`src/rtl/jt12_kon_multi_if.sv`:
```
// Key-on register bus: the 0x28 write (operator bits, channel code) and its
// pending flag, as driven by the register interface into the key-on tracker.
interface jt12_kon_multi_if;
  logic [3:0] keyon_op;
  logic [2:0] keyon_ch;
  logic       up_keyon;

  modport master (
    output keyon_op,
    output keyon_ch,
    output up_keyon
  );

  modport slave (
    input keyon_op,
    input keyon_ch,
    input up_keyon
  );
endinterface

```
`src/rtl/jt12_kon_multi.sv`:
```
// Key-on tracker for the FM operator pipeline: one key bit per slot kept in a
// circular ring, plus a one-pass CSM window on channel 2 driven by Timer A.
module jt12_kon_multi #(
  parameter int NUM_CH = 6,
  parameter int CSM_EN = 1
) (
  input  logic                   clk,
  input  logic                   rst_n,
  input  logic                   clk_en,
  jt12_kon_multi_if.slave        kon_bus,
  input  logic [2:0]             cur_ch,
  input  logic [1:0]             cur_op,
  input  logic                   csm,
  input  logic                   overflow_A,
  output logic                   keyon_II,
  output logic                   keyon_now,
  output logic                   keyoff_now
);

  localparam int         RING_W   = NUM_CH * 4;
  localparam logic [3:0] NUM_CH_W = 4'(NUM_CH);
  localparam logic       CSM_ON   = (CSM_EN != 0);

  // Register 0x28 channel code: 0..2 -> ch0..2, 4..6 -> ch3..5.
  function automatic logic [2:0] decode_ch(input logic [2:0] code);
    logic [2:0] idx;
    if (code[2]) begin
      idx = {1'b0, code[1:0]} + 3'd3;
    end else begin
      idx = {1'b0, code[1:0]};
    end
    return idx;
  endfunction

  // Pipeline operator phase order is S1,S3,S2,S4 while 0x28 bits are {S4,S3,S2,S1}.
  function automatic logic [3:0] op_sel(input logic [1:0] op);
    logic [3:0] sel;
    case (op)
      2'd0:    sel = 4'b0001;
      2'd1:    sel = 4'b0100;
      2'd2:    sel = 4'b0010;
      2'd3:    sel = 4'b1000;
      default: sel = 4'b0000;
    endcase
    return sel;
  endfunction

  logic [RING_W-1:0] key_ring_q, key_ring_d;
  logic [RING_W-1:0] eff_ring_q, eff_ring_d;
  logic              csm_pend_q, csm_pend_d;
  logic              csm_win_q,  csm_win_d;
  logic              keyon_II_q, keyon_II_d;
  logic              keyon_now_q, keyon_now_d;
  logic              keyoff_now_q, keyoff_now_d;

  logic [2:0] ch_idx_s;
  logic [3:0] sel_s;
  logic       wr_valid_s;
  logic       wr_hit_s;
  logic       drop_s;
  logic       prev_s;
  logic       din_s;
  logic       slot_ch2_s;
  logic       pend_eff_s;
  logic       win_set_s;
  logic       win_next_s;
  logic       csm_force_s;
  logic       eff_s;

  // Next-state for key ring, CSM window and registered edge outputs.
  always_comb begin
    ch_idx_s    = decode_ch(kon_bus.keyon_ch);
    sel_s       = op_sel(cur_op);
    wr_valid_s  = (kon_bus.keyon_ch[1:0] != 2'd3) && ({1'b0, ch_idx_s} < NUM_CH_W);
    wr_hit_s    = kon_bus.up_keyon && wr_valid_s && (ch_idx_s == cur_ch);
    drop_s      = key_ring_q[RING_W-1];
    prev_s      = eff_ring_q[RING_W-1];
    din_s       = wr_hit_s ? |(kon_bus.keyon_op & sel_s) : drop_s;

    // An overflow landing on the ch2/op0 slot opens the window in the same pass.
    slot_ch2_s  = (cur_ch == 3'd2);
    pend_eff_s  = CSM_ON && csm && (csm_pend_q || overflow_A);
    win_set_s   = pend_eff_s && slot_ch2_s && (cur_op == 2'd0);
    win_next_s  = csm_win_q || win_set_s;
    csm_force_s = win_next_s && slot_ch2_s;
    eff_s       = drop_s || csm_force_s;

    if (clk_en) begin
      key_ring_d   = {key_ring_q[RING_W-2:0], din_s};
      eff_ring_d   = {eff_ring_q[RING_W-2:0], eff_s};
      csm_pend_d   = pend_eff_s && !win_set_s;
      csm_win_d    = win_next_s && !(slot_ch2_s && (cur_op == 2'd3));
      keyon_II_d   = eff_s;
      keyon_now_d  = eff_s && !prev_s;
      keyoff_now_d = !eff_s && prev_s;
    end else begin
      key_ring_d   = key_ring_q;
      eff_ring_d   = eff_ring_q;
      csm_pend_d   = csm_pend_q;
      csm_win_d    = csm_win_q;
      keyon_II_d   = keyon_II_q;
      keyon_now_d  = keyon_now_q;
      keyoff_now_d = keyoff_now_q;
    end
  end

  // State registers; reset drops every stored key immediately.
  always_ff @(posedge clk or negedge rst_n) begin
    if (!rst_n) begin
      key_ring_q   <= '0;
      eff_ring_q   <= '0;
      csm_pend_q   <= 1'b0;
      csm_win_q    <= 1'b0;
      keyon_II_q   <= 1'b0;
      keyon_now_q  <= 1'b0;
      keyoff_now_q <= 1'b0;
    end else begin
      key_ring_q   <= key_ring_d;
      eff_ring_q   <= eff_ring_d;
      csm_pend_q   <= csm_pend_d;
      csm_win_q    <= csm_win_d;
      keyon_II_q   <= keyon_II_d;
      keyon_now_q  <= keyon_now_d;
      keyoff_now_q <= keyoff_now_d;
    end
  end

  assign keyon_II   = keyon_II_q;
  assign keyon_now  = keyon_now_q;
  assign keyoff_now = keyoff_now_q;

endmodule

```
`src/flat_wrapper.sv`:
```
// flat-port wrapper written by rule: the top's interface ports become plain ports
module jt12_kon_multi_flat 
#(
  parameter int NUM_CH = 6,
  parameter int CSM_EN = 1
)
  (clk, rst_n, clk_en, cur_ch, cur_op, csm, overflow_A, keyon_II, keyon_now, keyoff_now, kon_bus_keyon_op, kon_bus_keyon_ch, kon_bus_up_keyon);
  jt12_kon_multi_if kon_bus_i ();
  input  logic clk;
  input  logic rst_n;
  input  logic clk_en;
  input  logic [2:0] cur_ch;
  input  logic [1:0] cur_op;
  input  logic csm;
  input  logic overflow_A;
  output logic keyon_II;
  output logic keyon_now;
  output logic keyoff_now;
  input wire logic [$bits(kon_bus_i.keyon_op)-1:0] kon_bus_keyon_op;
  input wire logic [$bits(kon_bus_i.keyon_ch)-1:0] kon_bus_keyon_ch;
  input wire logic [$bits(kon_bus_i.up_keyon)-1:0] kon_bus_up_keyon;
  assign kon_bus_i.keyon_op = kon_bus_keyon_op;
  assign kon_bus_i.keyon_ch = kon_bus_keyon_ch;
  assign kon_bus_i.up_keyon = kon_bus_up_keyon;
  jt12_kon_multi #(.NUM_CH(NUM_CH), .CSM_EN(CSM_EN)) u_core (.clk(clk), .rst_n(rst_n), .clk_en(clk_en), .kon_bus(kon_bus_i), .cur_ch(cur_ch), .cur_op(cur_op), .csm(csm), .overflow_A(overflow_A), .keyon_II(keyon_II), .keyon_now(keyon_now), .keyoff_now(keyoff_now));
endmodule
```
`config.mk`:
```
export PLATFORM = sky130hd
export DESIGN_NAME = jt12_kon_multi_flat
export DESIGN_NICKNAME = d
export VERILOG_FILES = /design/src/rtl/jt12_kon_multi_if.sv /design/src/rtl/jt12_kon_multi.sv /design/src/flat_wrapper.sv
export SDC_FILE = /design/constraint.sdc
export NUM_CORES = 1
export LEC_CHECK = 0
export CAP_MARGIN = 5
export CORE_ASPECT_RATIO = 1.5
export CORE_MARGIN = 2
export CORE_UTILIZATION = 24
export DETAILED_ROUTE_END_ITERATION = 12
export PLACE_DENSITY = 0.46
export SYNTH_ARGS = -nofsm -noshare
export SYNTH_HDL_FRONTEND = slang
export SYNTH_SLANG_ARGS = --single-unit
```
`constraint.sdc`:
```
create_clock -name clk -period 1.5 [get_ports clk]
set_input_delay 0.15 -clock clk [delete_from_list [all_inputs] [get_ports clk]]
set_output_delay 0.15 -clock clk [all_outputs]
set_load 0.01 [all_outputs]
```
==> summary.md <==
| Metric | Value |
|---|---|
| Final nets | 192 |
| Post-synth EDFFs | 0 |
| Clk_skew | roughly 5.1 ps |
| Post-Synthesis Cells | ~140 |
| Clk_lat worst skew | 290 ps |
| Count leader, synth | dfrtp_1 |
| Core area | 8464 sq um |
| Worst VDD drop | 0.4674 mV |
| Critical Path Sink Type | register |
| Largest fanout on the critical path | 2 |
| Slew margin rel. | 74.10% |
| Worst r2r path cells | 5 |
| Total Neg Setup Slack | 0 ps |
| Clk sink count | 52 |
| RSZ-0062 raised after global routing | false |
| GP Congestion | 0.6208 |
| R2R Setup Slk | between 150 and 200 ps |
| Die area | 9555 sq um |
| Required time at the worst-slack endpoint | 1660 ps |
| Vias in the first global route | around 1.4k |
| Status | complete, no violations |
| Mean Syn Cell Area | 14.93 sq um |
| Total CTS buffers | 5 |
| Max-slew violations | 0 |
| Starting Density | 24.88% |
| CTS H-Tree Depth | 2 |
| Number of routed nets with antenna violations | 0 |
| P&R area growth vs syn | 25.85% |
| #FFs+latches synth | 52 |
| Pin count of the biggest net entering global routing | 57 |
| Most used DFF post-synth | dfrtp_1 |
| Fillers | 849 |
| Tot GR Track Use | 8.137% |
| IO buf count | 20 |
| Via-to-Cell Ratio | 4.325 |
| Commonest cells post-synth | 52 x dfrtp_1, 48 x mux2_2, 6 x buf_2, 6 x nor2_1 |
| Post-synth top area cell | dfrtp_1 |
| Post-CTS Setup Bufs | 0 |
| Drt pass-1 iters | 2 |
| Asr flop ratio synth | 100.0% |
| Clock root cell | clkbuf_16 |
| Die Width | 80.48 um |
| TritonCTS clock tree | built |
| Post-synthesis sequential area ratio | 61.79% |
| Synthesized area | between 2000 and 2500 sq um |
| Via Count | roughly 1.2k |
| Clock-pin slew on the worst setup and hold paths | 70 ps |
| I/O Pins | 21 |
| Total grt overflow | 0 |
| Final Util | a little under a third |
| HP Class | input pin to async pin |
| Share of cells above drive strength 1 | 40.46% |
| Final Setup Violations | 0 |
| Drt total wl | 3.592 mm |
| Number of cell rows | 41 |
| Antenna diode count | 0 |
| Synth top area share | ~60% |
| Initial antenna violation count | 0 |
| First-pass GRT wire length | around 6 mm |
| Critical path class | input pin to register |
| Final hold vios | 0 |
| Yosys warning count | 0 |
| Reg2reg start | u_core.csm_pend_q$_DFFE_PN0P_ |
| P_leak | 1.180 nW |
| Worst hold slack | 309.1 ps |
| Die Span Y | 118.7 um |
| Achievable Freq | 717.6 MHz |
| Final worst path period share | 92.91% |
| Syn_nets | 161 |
| Initial DRC count | 39 |
| Setup crit start kind | input pin |
| Top post-synthesis cells by area | dfrtp_1 62%, mux2_2 26%, buf_2 1.4%, ha_1 1.2%, mux4_2 1.1% |
| Pwr Density | 1624 nW/um^2 |
| Tmin final | 1394 ps |
| HPWL after detailed placement | 2.412 mm |
| Distinct cells, synth | 23 |
| Critical path arrival | ~1600 ps |
| Max-cap violation count | 0 |
| WL/cell | 12.83 um |
| Worst Setup EP | u_core.key_ring_q[0]$_DFFE_PN0P_ |
| DRC violations left | 0 |
| Slew at the pin closest to its max-slew limit | ~400 ps |
| Worst setup path startpoint | kon_bus_keyon_ch[0] |
| Clock Path Buffers | 2 |
| FF-to-FF End | u_core.keyon_now$_DFFE_PN0P_ |
report_power, final:
group / total, mW / leakage (nW) / internal, mW / switching, mW
Clock: 1.11 / 0.0671 / 0.622 / 0.490
Combinational: 0.888 / 0.468 / 0.605 / 0.283
Sequential: 2.31 / 0.646 / 2.01 / 0.300
worst min path at each step:
| stage | endpoint | slack, ps | cells after the start |
|---|---|---|---|
| global placement | u_core.key_ring_q[6]$_DFFE_PN0P_ | 90 | 1 |
| finish | u_core.key_ring_q[4]$_DFFE_PN0P_ | 310 | 2 |
| CTS | u_core.key_ring_q[7]$_DFFE_PN0P_ | 320 | 2 |
| global route | u_core.key_ring_q[4]$_DFFE_PN0P_ | 350 | 2 |
| floorplan | u_core.csm_pend_q$_DFFE_PN0P_ | -150 | 0 |
| detailed placement | u_core.key_ring_q[7]$_DFFE_PN0P_ | 90 | 1 |
logic make-up (layout without fill, tap and decap cells):
group,count (synthesis),count (layout),share of synthesized area (%)
xor+xnor,2,2,0.8320
buf+inv,10,42,2.139
simple gates,14,14,3.506
mux,50,50,27.21
compound gates,11,11,3.328
fa+ha+maj,2,2,1.188
flops,52,52,61.79
sequential cells by signal, indices dropped and copies added (netlist names):
register / cells
u_core.csm_pend_q: 1
u_core.csm_win_q: 1
u_core.eff_ring_q: 24
u_core.key_ring_q: 24
u_core.keyoff_now: 1
u_core.keyon_now: 1
critical path, cell delays in order:
cell and delay (ps):
dlygate4sd2_1 220, inv_1 50, ha_1 290, and2_4 160
or3_4 330, o2111ai_2 80, mux2i_1 200, a21oi_1 80
per-layer routing:
metal	wire length (um)	part of all wire (%)	vias up	track usage, %
met5	0	0	-	0
met4	90	2.5	0	4.449
met3	189	5.3	7	2.824
met2	1921	53	24	15.16
met1	1390	39	624	7.334
li1	-	-	556	-
final cells by class:
cell class / count / area [sq um] / share of cell area [%]
flip-flops and latches: 52 / 1301 / 49.10
repair buffers: 30 / 290.3 / 10.95
clock buffers: 6 / 128.9 / 4.863
clock inverters: 2 / 16.27 / 0.6138
inverters: 4 / 15.01 / 0.5666
well taps: 107 / 133.9 / 5.052
multi-input cells: 79 / 764.5 / 28.85
what timing repair did:
action | 4_1_cts | 5_1_grt
endpoints found under the hold margin | 15 | 0
resized for setup | 3 | 0
endpoints found under the setup margin | 1 | 0
hold buffers | 1 | 0
stage by stage:
stage	power, mW	setup slack, ps	cell area, sq um	instances
global route	4.588	14.87	2650	280
CTS	4.387	110.0	2650	280
finish	4.305	106.4	2650	280
global placement	3.177	-401.2	2492	271
detailed placement	3.247	-465.4	2492	271
floorplan	2.866	138.4	2106	141
cells in the final DEF (no fill, tap or decap), drive strengths merged, types with 2 or more instances in the layout:
master / Yosys / final
clkbuf: 0 / 6
inv: 4 / 4
o21ai: 3 / 3
ha: 2 / 2
clkdlybuf4s50: 0 / 16
buf: 6 / 11
and3: 2 / 2
nor2: 6 / 6
dfrtp: 52 / 52
xor2: 2 / 2
dlygate4sd2: 0 / 2
mux2: 48 / 48
a21oi: 4 / 4
Note: power is estimated with default switching activity, not from simulation.
